### src/rtl/uart_rx.sv
// Oversampling UART receiver: 2-of-3 majority vote per bit, optional parity,
// and registered one-cycle result strobes once the stop bit has been judged.
module uart_rx #(
  parameter int DATA_WIDTH = 8,
  parameter int PRESC_W    = 6
) (
  input  logic                  clk,
  input  logic                  rst,
  input  logic                  RX_IN,
  input  logic [PRESC_W-1:0]    Prescale,
  input  logic                  PAR_EN,
  input  logic                  PAR_TYP,
  output logic [DATA_WIDTH-1:0] P_DATA,
  output logic                  Data_Valid,
  output logic                  par_err,
  output logic                  stp_err,
  output logic                  busy
);
  localparam int BIT_W = (DATA_WIDTH > 1) ? $clog2(DATA_WIDTH) : 1;

  typedef enum logic [2:0] {IDLE, START, DATA, PARITY, STOP} state_t;

  state_t                state;
  logic [PRESC_W-1:0]    edge_cnt;
  logic [PRESC_W-1:0]    presc_lat;
  logic [BIT_W-1:0]      bit_cnt;
  logic                  par_en_lat;
  logic                  par_typ_lat;
  logic [2:0]            samples;
  logic [DATA_WIDTH-1:0] shadow;
  logic                  par_fail;

  logic [PRESC_W-1:0]    half;
  logic [PRESC_W-1:0]    last_edge;
  logic                  bit_end;
  logic                  bit_val;

  assign half      = presc_lat >> 1;
  assign last_edge = presc_lat - PRESC_W'(1);
  assign bit_end   = (edge_cnt == last_edge);
  assign bit_val   = (samples[0] & samples[1]) | (samples[0] & samples[2]) |
                     (samples[1] & samples[2]);

  // The IDLE cycle that sees RX_IN low is edge 0 of the start bit, so the
  // counter enters START already at 1 with the frame configuration frozen.
  always_ff @(posedge clk or posedge rst) begin
    if (rst) begin
      state       <= IDLE;
      edge_cnt    <= '0;
      presc_lat   <= '0;
      bit_cnt     <= '0;
      par_en_lat  <= 1'b0;
      par_typ_lat <= 1'b0;
      samples     <= '1;
      shadow      <= '0;
      par_fail    <= 1'b0;
      P_DATA      <= '0;
      Data_Valid  <= 1'b0;
      par_err     <= 1'b0;
      stp_err     <= 1'b0;
      busy        <= 1'b0;
    end else begin
      Data_Valid <= 1'b0;
      par_err    <= 1'b0;
      stp_err    <= 1'b0;
      if (state == IDLE) begin
        busy     <= ~RX_IN;
        edge_cnt <= '0;
        bit_cnt  <= '0;
        par_fail <= 1'b0;
        if (!RX_IN) begin
          state       <= START;
          edge_cnt    <= PRESC_W'(1);
          presc_lat   <= Prescale;
          par_en_lat  <= PAR_EN;
          par_typ_lat <= PAR_TYP;
        end
      end else begin
        busy     <= 1'b1;
        edge_cnt <= bit_end ? '0 : edge_cnt + PRESC_W'(1);
        if (edge_cnt == half - PRESC_W'(1)) samples[0] <= RX_IN;
        if (edge_cnt == half)               samples[1] <= RX_IN;
        if (edge_cnt == half + PRESC_W'(1)) samples[2] <= RX_IN;
        if (bit_end) begin
          unique case (state)
            START: state <= bit_val ? IDLE : DATA;
            DATA: begin
              shadow  <= {bit_val, shadow[DATA_WIDTH-1:1]};
              bit_cnt <= bit_cnt + BIT_W'(1);
              if (bit_cnt == BIT_W'(DATA_WIDTH - 1)) begin
                bit_cnt <= '0;
                state   <= par_en_lat ? PARITY : STOP;
              end
            end
            PARITY: begin
              if (bit_val != ((^shadow) ^ par_typ_lat)) par_fail <= 1'b1;
              state <= STOP;
            end
            STOP: begin
              state    <= IDLE;
              par_fail <= 1'b0;
              if (!par_fail && bit_val) begin
                P_DATA     <= shadow;
                Data_Valid <= 1'b1;
              end else begin
                par_err <= par_fail;
                stp_err <= ~bit_val;
              end
            end
            default: state <= IDLE;
          endcase
        end
      end
    end
  end

endmodule

### config.mk
export PLATFORM = sky130hd
export DESIGN_NAME = uart_rx
export DESIGN_NICKNAME = d
export VERILOG_FILES = /design/src/rtl/uart_rx.sv
export SDC_FILE = /design/constraint.sdc
export NUM_CORES = 1
export LEC_CHECK = 0
export CAP_MARGIN = 20
export CORE_UTILIZATION = 33
export DETAILED_ROUTE_END_ITERATION = 8
export SYNTH_ARGS = -nofsm -noshare
export SYNTH_HDL_FRONTEND = slang
export SYNTH_SLANG_ARGS = --single-unit
### constraint.sdc
create_clock -name clk -period 3.9 [get_ports clk]
set_input_delay 0.78 -clock clk [delete_from_list [all_inputs] [get_ports clk]]
set_output_delay 0.78 -clock clk [all_outputs]
set_load 0.02 [all_outputs]
After elaboration in Yosys (flattened, before gate mapping)
Cells that the tools add are included.
Storage, ports and cells
  bits in latches: 0
  bits in registers: 44
  bits in writable memories: 0
  memories kept: 0
  logic and storage cells: 90
  bits of input ports: 11
  output and inout port bits: 12
  memory bits (read-only): 0
Operators by class
  eq/ne operators: 13
  $mul: 0
  div/mod/pow operators: 0
  bitwise gates (word level): 9
  order comparisons: 0
  reduce and logical (&&, ||, !) cells: 16
  multiplexer cells: 31
  $add $sub $neg: 5
  shift-type cells: 0
Operator list (number)
  two-way mux 3 bit: 9
  == test 6 bit: 3
  two-way mux 1 bit: 17
  two-way mux 6 bit: 2
  AND reduction 2 bit: 5
  one-hot mux 3 bit (3 select lines): 1
  AND reduction 3 bit: 3
  parity 8 bit: 1
  adder 5 x 1 -> 6 bit, second input constant: 1
  adder 6 x 1 -> 6 bit, second input constant: 1
  == test 3 x 2 -> 1 bit, second input constant: 2
  == test 3 bit, second input constant: 2
  == test 6 x 5 -> 1 bit: 1
  inequality test 3 bit, second input constant: 2
  subtractor 5 x 1 -> 6 bit, second input constant: 1
  subtractor 6 x 1 -> 6 bit, second input constant: 1
  AND reduction 4 bit: 1
  nonzero test 2 bit: 2
  adder 3 x 1 -> 3 bit, second input constant: 1
  AND 1 bit: 3
  == test 3 x 1 -> 1 bit, second input constant: 1
  zero test 3 bit: 1
  NOT 1 bit: 3
  nonzero test 3 bit: 1
  8 further kinds: 9

Longest topological paths before layout
Gate-level depths: netlist of run 1.
  depth after elaboration: 8
  mapped depth: 8
  mapped depth without buffers: 7

Worst setup path before layout of run 1
Ideal clock, no wire load.
  kind: reg-to-reg
  start: register presc_lat[1]
  end: register shadow[0]
  data arrival time: 2.405 ns
  stages on the path, launching flop included: 8
  buffers on the path: 0
  library setup time: 0.125 ns
  setup slack: 1.370 ns
  clock period less this slack: 2.530 ns
  data required time: 3.775 ns
  cells stage by stage: dfrtp_1 > inv_1 > ha_1 > or3b_1 > a211oi_2 > nand3_4 > nor4b_4 > mux2_2
On the way
  longest elaborated chain between the ends: 3
RTL lines
  start: declaration: line 25  | logic [PRESC_W-1:0] presc_lat;
  start signal: assignment: line 74  | presc_lat <= Prescale;
  subtractor 6 x 1 -> 6 bit: line 39  | assign last_edge = presc_lat - PRESC_W'(1);
  == test 6 bit: line 40  | assign bit_end = (edge_cnt == last_edge);
  AND reduction 3 bit (no line)
  end signal: assignment: line 88  | shadow <= {bit_val, shadow[DATA_WIDTH-1:1]};
  end: declaration: line 30  | logic [DATA_WIDTH-1:0] shadow;
Every way passes these cells.
A chain may end at the register's enable or synchronous reset.

Worst setup path in the final report of run 1
Ends and elaborated chain as after synthesis.

==> reports/results.tsv, run 1 <==
metric	value	unit
post-place-ws	1.13	ns
wire_per_inst	13.4	um
antenna_found_initial	0	
ant_nets	0	
initial_core_util	0.351	
drive_above_1_share	0.183	
end_kind	flop	
rows	30	
worstPathRequired	4.09	ns
holdPathEnd	P_DATA[3]	
chipHeight	87.9	um
core	6940	um2
powerDensity	751	nW/um2
min_period	2.78	ns
worstPathMaxFanout	9	
leakagePower	1.19	nW
pin_count	23	
seq_area_frac_synth	0.454	
clk_latency	0.31	ns
holdWs	0.511	ns
via_per_inst	4.92	
die_area	7730	um2
timing.setup.tns	0	ns
pwr-share-seq	0.375	
routabilityCongestion	0.855	
grt_pass1_vias	1579	
totalWireLength	4500	um
ff2ff_setup_slack	1.12	ns
cp-start-kind	flop	
yosysTopAreaCell	dfrtp_1	
io_buffers	22	
vdd_drop_max	343	uV
finalCritPeriodShare	0.714	
yosysWarnings	0	
cts_tree	done	
synth_top_cell_area_share	0.421	
crit_type	reg -> reg	
skew	0.00972	ns
place_inst	329	
synth-edff-count	0	
drv_cap	0	
grt-ovfl-total	0	
grt_max_degree	26	
drc_errors	0	
outcome	finished clean	
ys_ff_latch	44	
max_freq	0.359	GHz
h-tree-depth	2	
arrival	2.98	ns
async_flop_share	1.00	
cts_buffers	5	
p_clk_frac	0.170	
grt_pass1_wl	7690	um
clock_path_buffers	2	
hold_path.class	reg -> reg	
synth_flop_cell	dfrtp_1	
clockRootBuffer	clkbuf_8	
nets	258	
synth_nets	239	
firstDrtPassIters	4	
syn_inst	221	
finalHoldViolCount	0	
worst_slew_margin_rel	0.480	
rsz0062_at_grt	false	
r2r-start	presc_lat[1]	
whs_path_depth	1	
die_x	87.9	um
tightestPinTransition	0.780	ns
min-delay-start	P_DATA[3]	
yosysUniqueCellTypes	48	
num_vias	1657	
postCtsSetupBuffers	0	
clock-sinks	44	
n_antenna_cell	0	
timing.rr.end	shadow[0]	
syn_avg_cell_area	11.0	um2
drv_slew	0	
dp_hpwl	3330	um
cts_resized	0	
r2r_cells	7	
power_switching	0.000875	W
worst_slack	1.12	ns
final_cells	337	
netlist_area	2440	um2
setup_viol	0	
hold_buffers	0	
internal-power	0.00126	W
switching_share	0.409	
drt_iter0_markers	88	
track_usage	0.132	
area_delta_synth_final	16.8	%
clkSlewWorstSetupHoldPaths	0.09	ns
power_frac_comb	0.455	
ys_top_cells_by_area	dfrtp_1 (42%), mux2_2 (11%), xnor2_1 (6.1%)	
## stage by stage
step / total power (W) / utilization / cell area (um2)
2_1_floorplan: 0.00159 / - / 2440
3_3_place_gp: 0.00178 / 0.393 / 2730
3_5_place_dp: 0.00178 / 0.393 / 2730
4_1_cts: 0.00216 / 0.410 / 2850
5_1_grt: 0.00232 / 0.410 / 2850
6_report: 0.00214 / 0.410 / 2850
## placed cells by master (no fill, tap or decap), types with 2 or more instances in the layout
cell	instances
a21boi_0	2
a21oi_1	2
and2_1	4
and3_1	2
buf_4	2
clkbuf_8	5
clkdlybuf4s50_1	22
dfrtp_1	41
dfstp_2	3
ha_1	7
inv_1	6
mux2_2	24
nand2_1	13
nand2b_1	3
nand3_1	5
nand4_1	2
nor2_1	16
nor2b_1	3
nor3_1	8
o211ai_1	4
o21a_1	2
o21ai_0	7
o22ai_1	2
xnor2_1	17
xor2_1	12
## flip-flops by register name (all words and copies together) (netlist names)
| signal | flops |
|---|---|
| par_fail | 1 |
| state | 3 |
| shadow | 8 |
| presc_lat | 6 |
| samples | 3 |
| edge_cnt | 6 |
| bit_cnt | 3 |
| par_en_lat | 1 |
| par_typ_lat | 1 |
| P_DATA | 8 |
| busy | 1 |
| stp_err | 1 |
| Data_Valid | 1 |
| par_err | 1 |
## area by class of cell
type | count | area [um2]
tap | 96 | 120
timing repair buffer | 24 | 235
sequential | 44 | 1100
fill | 681 | 4100
clock inverter | 3 | 46.3
multi-input combinational | 158 | 1240
inverter | 7 | 26.3
clock buffer | 5 | 68.8
## how the worst max path moves through the flow
stage	from	endpoint	slack (ns)	cells after the start
2_1_floorplan	presc_lat[1]	shadow[0]	1.37	7
3_3_place_gp	presc_lat[1]	shadow[5]	1.18	7
3_5_place_dp	presc_lat[1]	shadow[1]	1.13	7
4_1_cts	presc_lat[1]	shadow[0]	1.10	7
5_1_grt	presc_lat[1]	shadow[0]	0.95	7
6_report	presc_lat[1]	shadow[0]	1.12	7
## cells by family (layout without fill, tap and decap cells)
logic type | Yosys count | after routing | synth area share
xor gates and xnor gates | 30 | 30 | 0.114
muxes | 24 | 24 | 0.111
DFF | 44 | 44 | 0.454
buffers and inverters | 19 | 39 | 0.0360
AOI/OAI and AO/OA | 30 | 30 | 0.0945
and+or+nand+nor | 66 | 66 | 0.152
adders and majority gates | 8 | 8 | 0.0401
## cells in the mapped netlist, drive strengths merged, types with 2 or more instances
| library cell | number |
|---|---|
| nor3 | 9 |
| o22ai | 2 |
| xnor2 | 17 |
| a21oi | 2 |
| nand4 | 2 |
| clkbuf | 9 |
| and3 | 2 |
| nand2 | 13 |
| o21ai | 7 |
| xor2 | 12 |
| dfstp | 3 |
| a21boi | 2 |
| ha | 7 |
| and2 | 4 |
| inv | 7 |
| o211ai | 4 |
| or2 | 2 |
| o21a | 2 |
| nand3 | 6 |
| nor2 | 16 |
| buf | 3 |
| nor2b | 3 |
| nand2b | 3 |
| mux2 | 24 |
| dfrtp | 41 |
## power by group through the flow
stage	Combinational, W	Clock (W)	Sequential [W]
floorplan	0.000895	0	0.000697
CTS	0.000982	0.000374	0.000802
detailed placement	0.000976	0	0.000809
global placement	0.000971	0	0.000810
finish	0.000972	0.000364	0.000802
global route	0.00109	0.000392	0.000829
## routing by layer
| layer | track usage | vias to the layer above | wire [um] |
|---|---|---|---|
| met1 | 0.190 | 805 | 2350 |
| li1 | - | 817 | - |
| met4 | 0.0537 | 0 | 75 |
| met3 | 0.0311 | 5 | 156 |
| met5 | 0 | - | 0 |
| met2 | 0.189 | 30 | 1920 |
## critical path: stages (launching register included)
cell and delay (ns):
dfrtp_1 0.45, inv_1 0.15, ha_1 0.19, or3b_1 0.37, a211oi_2 0.32, nand3_4 0.19, nor4b_4 0.61, mux2_2 0.40
Power figures use the tool's default switching activity.
==> inputs of run 2 (changes only) <==
clock period = 2.7 ns   (was 3.9 ns; I/O delays follow)
==> run 2 against run 1 <==
Power is 48% higher. Critical path type unchanged. Clock power is 43% higher. Final cell count is 2.4% higher. Critical path depth is 1 higher. Combinational power is 59% higher. Fmax is 8.9% higher.
==> reports/results.tsv, run 2 (same netlist as run 1, synthesis figures left out) <==
metric	value	unit
num_vias	1670	
die_area	7730	um2
vdd_drop_max	405	uV
timing.setup.tns	0	ns
min_period	2.56	ns
routabilityCongestion	0.819	
totalWireLength	4660	um
drv_cap	0	
initial_core_util	0.351	
utilization	0.422	
hold_buffers	0	
h-tree-depth	2	
postCtsSetupBuffers	0	
final_cell_mix	dfrtp_1 (41), mux2_2 (24), clkdlybuf4s50_1 (22)	
clk_latency	0.30	ns
worst_slew_margin_rel	0.426	
max_stage_delay	0.38	ns
via_per_inst	4.84	
critPathBufInv	2	
grt_pass1_wl	8110	um
arrival	2.75	ns
rsz0062_at_grt	false	
core	6940	um2
wire_per_inst	13.5	um
outcome	finished clean	
grt_pass1_vias	1645	
final_common_cell	dfrtp_1	
slowest_stage	dfrtp_1	
finalHoldViolCount	0	
drv_slew	0	
tightestPinTransition	0.856	ns
nets	266	
crit_chain	inv_1, ha_1, or3b_1, a211oi_2, nand3_4, nor4b_4, buf_4, mux2_2	
io_buffers	22	
power.total	0.00316	W
rows	30	
clock_path_buffers	2	
skew	0.00615	ns
cp-start-kind	flop	
drc_errors	0	
track_usage	0.137	
drive_above_1_share	0.209	
drt_iter0_markers	128	
powerDensity	1080	nW/um2
firstDrtPassIters	4	
grt-ovfl-total	0	
dp_hpwl	3410	um
cts_tree	done	
cts_resized	0	
worstPathMaxFanout	9	
area_delta_synth_final	20.3	%
finalCritPeriodShare	0.947	
ant_nets	0	
end_kind	flop	
fill_cells	686	
clockRootBuffer	clkbuf_8	
leakagePower	1.24	nW
antenna_found_initial	0	
cts_buffers	5	
pin_count	23	
holdWs	0.510	ns
die_x	87.9	um
grt_max_degree	24	
worstPathRequired	2.89	ns
setup_viol	0	
clock-sinks	44	
largest_registers	P_DATA: 8 flops, shadow: 8 flops	
chipHeight	87.9	um
clkSlewWorstSetupHoldPaths	0.09	ns
hold_path.class	reg -> reg	
crit_type	reg -> reg	
crit_family	simple AND/OR/NAND/NOR gates	
n_antenna_cell	0	
max_freq	0.391	GHz
-- run 2: changes by cell type in the layout (fill, tap and decap cells not counted) --
cell / change
buf_4: +6
buf_12: +2
-- run 2: worst paths after layout --
check                                   from           to  slack [ns]  cells after the start
worst max-delay path            presc_lat[1]    shadow[5]        0.14                      8
worst max register to register  presc_lat[1]    shadow[5]        0.14                      8
min in group asynchronous                rst  par_typ_lat        0.60                      2
worst min-delay path               P_DATA[1]    P_DATA[1]        0.51                      1
worst min register to register     P_DATA[1]    P_DATA[1]        0.51                      1
max in group asynchronous                rst   samples[1]        1.47                      3
-- run 2: metrics by stage --
stage	worst slack, ns	std cells	instance area [um2]
2_1_floorplan	0.170	221	2440
3_3_place_gp	0.227	337	2820
3_5_place_dp	0.179	337	2820
4_1_cts	0.149	345	2930
5_1_grt	0.0265	345	2930
6_report	0.144	345	2930
-- run 2: where the power goes --
group,internal (W),total [W],switching (W)
registers,0.000867,0.00109,0.000225
clock network,0.000279,0.000519,0.000240
logic,0.000737,0.00155,0.000815
total,0.00188,0.00316,0.00128
-- run 2: area by class of cell --
| cell class | instances | area (um2) | share of cell area |
|---|---|---|---|
| clock inverter | 3 | 46.3 | 0.0158 |
| clock buffer | 5 | 68.8 | 0.0235 |
| timing repair buffer | 32 | 320 | 0.109 |
| tap | 96 | 120 | 0.0410 |
| sequential | 44 | 1100 | 0.377 |
| multi-input combinational | 158 | 1240 | 0.424 |
| inverter | 7 | 26.3 | 0.00897 |
-- run 2: worst reg2reg max path, cell delays in order, from the launching register on --
cell and delay, ns:
dfrtp_1 0.38, inv_1 0.11, ha_1 0.19, or3b_1 0.37, a211oi_2 0.35, nand3_4 0.20
nor4b_4 0.29, buf_4 0.21, mux2_2 0.35
-- run 2: per-layer routing --
metal  GRT usage  up-vias  routed length (um)
met2       0.199       31                2020
met4      0.0447        0                  72
met1       0.201      810                2420
li1            -      822                   -
met3      0.0292        7                 150
met5           0        -                   0
==> inputs of run 3 (changes only) <==
SKIP_CTS_REPAIR_TIMING = 1   (was default)
clock period = 2.4 ns   (was 2.7 ns; I/O delays follow)
==> run 3 against run 2 <==
Clock power fell by 9.1%. Routed wire length about the same. Via count is 4.2% higher. Power is 20% higher. Combinational power is 35% higher. Design area grew 5.9%. Sequential share of layout area decreased by 2.1 points. Non-clock buffer count grew 16. Sequential cell count is the same. Sequential power is 11% higher. Critical path depth stayed put. Largest power group unchanged.
==> reports/results.tsv, run 3 (same netlist as run 1, synthesis figures left out) <==
metric	value	unit
end_kind	flop	
core	6940	um2
drt_iter0_markers	109	
firstDrtPassIters	4	
via_per_inst	4.82	
drive_above_1_share	0.283	
final_common_cell	dfrtp_1	
chipHeight	87.9	um
crit_chain	inv_2, ha_4, or3b_4, a211oi_4, nand3_4, nor4b_4, buf_4, mux2_4	
finalCritPeriodShare	0.977	
h-tree-depth	2	
nets	282	
grt_pass1_wl	8040	um
drc_errors	0	
skew	0.00466	ns
largest_registers	P_DATA: 8 flops, shadow: 8 flops	
clock-sinks	44	
grt_max_degree	27	
drv_cap	0	
num_vias	1740	
rows	30	
critical_path.startpoint	presc_lat[1]	
timing.setup.tns	0	ns
wire_per_inst	12.9	um
setup_viol	0	
worstPathMaxFanout	4	
routabilityCongestion	0.875	
min_period	2.35	ns
clkSlewWorstSetupHoldPaths	0.08	ns
grt-ovfl-total	0	
dp_hpwl	3540	um
max_freq	0.426	GHz
arrival	2.54	ns
initial_core_util	0.351	
n_antenna_cell	0	
clk_latency	0.30	ns
cp-start-kind	flop	
worst_slew_margin_rel	0.513	
ant_nets	0	
cts_buffers	5	
tightestPinTransition	0.726	ns
final_cell_mix	dfrtp_1 (41), clkdlybuf4s50_1 (22), buf_4 (21)	
ff2ff_setup_slack	0.05	ns
clockRootBuffer	clkbuf_8	
rsz0062_at_grt	true	
area_delta_synth_final	27.4	%
placed_area	2910	um2
grt_pass1_vias	1628	
leakagePower	1.33	nW
max_stage_delay	0.39	ns
r2r_cells	8	
worstPathRequired	2.59	ns
slowest_stage	dfrtp_1	
totalWireLength	4670	um
vdd_drop_max	556	uV
powerDensity	1220	nW/um2
outcome	finished clean	
hold_path.class	in -> async	
die_area	7730	um2
die_x	87.9	um
antenna_found_initial	0	
clock_path_buffers	2	
cts_tree	done	
io_buffers	22	
track_usage	0.138	
drv_slew	0	
timing.rr.end	shadow[0]	
design_area	3100	um2
finalHoldViolCount	0	
r2r-start	presc_lat[1]	
crit_type	reg -> reg	
pin_count	23	
## run 3: changes by cell type in the layout (fill, tap and decap cells not counted), moves of 2 or more
cell      before  now
clkinv_2       0    2
buf_4          8   21
mux2_2        24   18
inv_1          6    4
mux2_4         0    6
inv_2          0    2
buf_6          0    2
## run 3: worst max-delay path, delay by kind of cell (launching register included)
kind	cells	cell delay (ns)
AND/OR/NAND/NOR	3	0.80
flip-flops	1	0.39
buffers and inverters	2	0.31
AO/OA/AOI/OAI	1	0.30
multiplexers	1	0.29
adder cells (fa/ha/maj)	1	0.14
## run 3: through the flow
stage | total power, W | setup slack, ns | std cells | hold slack [ns] | util
2_1_floorplan | 0.00259 | -0.0866 | 221 | 0.469 | -
3_3_place_gp | 0.00316 | 0.0342 | 348 | 0.489 | 0.419
3_5_place_dp | 0.00317 | -0.0141 | 348 | 0.495 | 0.419
4_1_cts | 0.00366 | -0.0215 | 356 | 0.514 | 0.432
5_1_grt | 0.00411 | -0.0459 | 361 | 0.525 | 0.447
6_report | 0.00378 | 0.0546 | 361 | 0.509 | 0.447
## run 3: worst max-delay path by stage
| stage | endpoint | cells after the start |
|---|---|---|
| floorplan | shadow[0] | 7 |
| global placement | shadow[1] | 8 |
| global route | shadow[0] | 8 |
| CTS | shadow[1] | 8 |
| detailed placement | bit_cnt[2] | 8 |
| finish | shadow[0] | 8 |
## run 3: area by class of cell
class,instances,area (um2)
tap,96,120
timing repair buffer,48,460
sequential,44,1100
clock buffer,6,82.6
fill,666,3840
inverter,7,26.3
multi-input combinational,158,1300
clock inverter,2,10.0
## run 3: report_power, final
part           internal (W)  total [W]  switching (W)
clock network      0.000229   0.000472       0.000243
logic               0.00108    0.00210        0.00102
registers          0.000978    0.00121       0.000228
## run 3: layer usage
layer / vias up / GRT usage / part of all wire / routed length (um)
met1: 842 / 0.208 / 0.52 / 2420
met4: 0 / 0.0447 / 0.016 / 73
li1: 855 / - / - / -
met3: 6 / 0.0368 / 0.047 / 219
met2: 37 / 0.189 / 0.42 / 1960
met5: - / 0 / 0 / 0
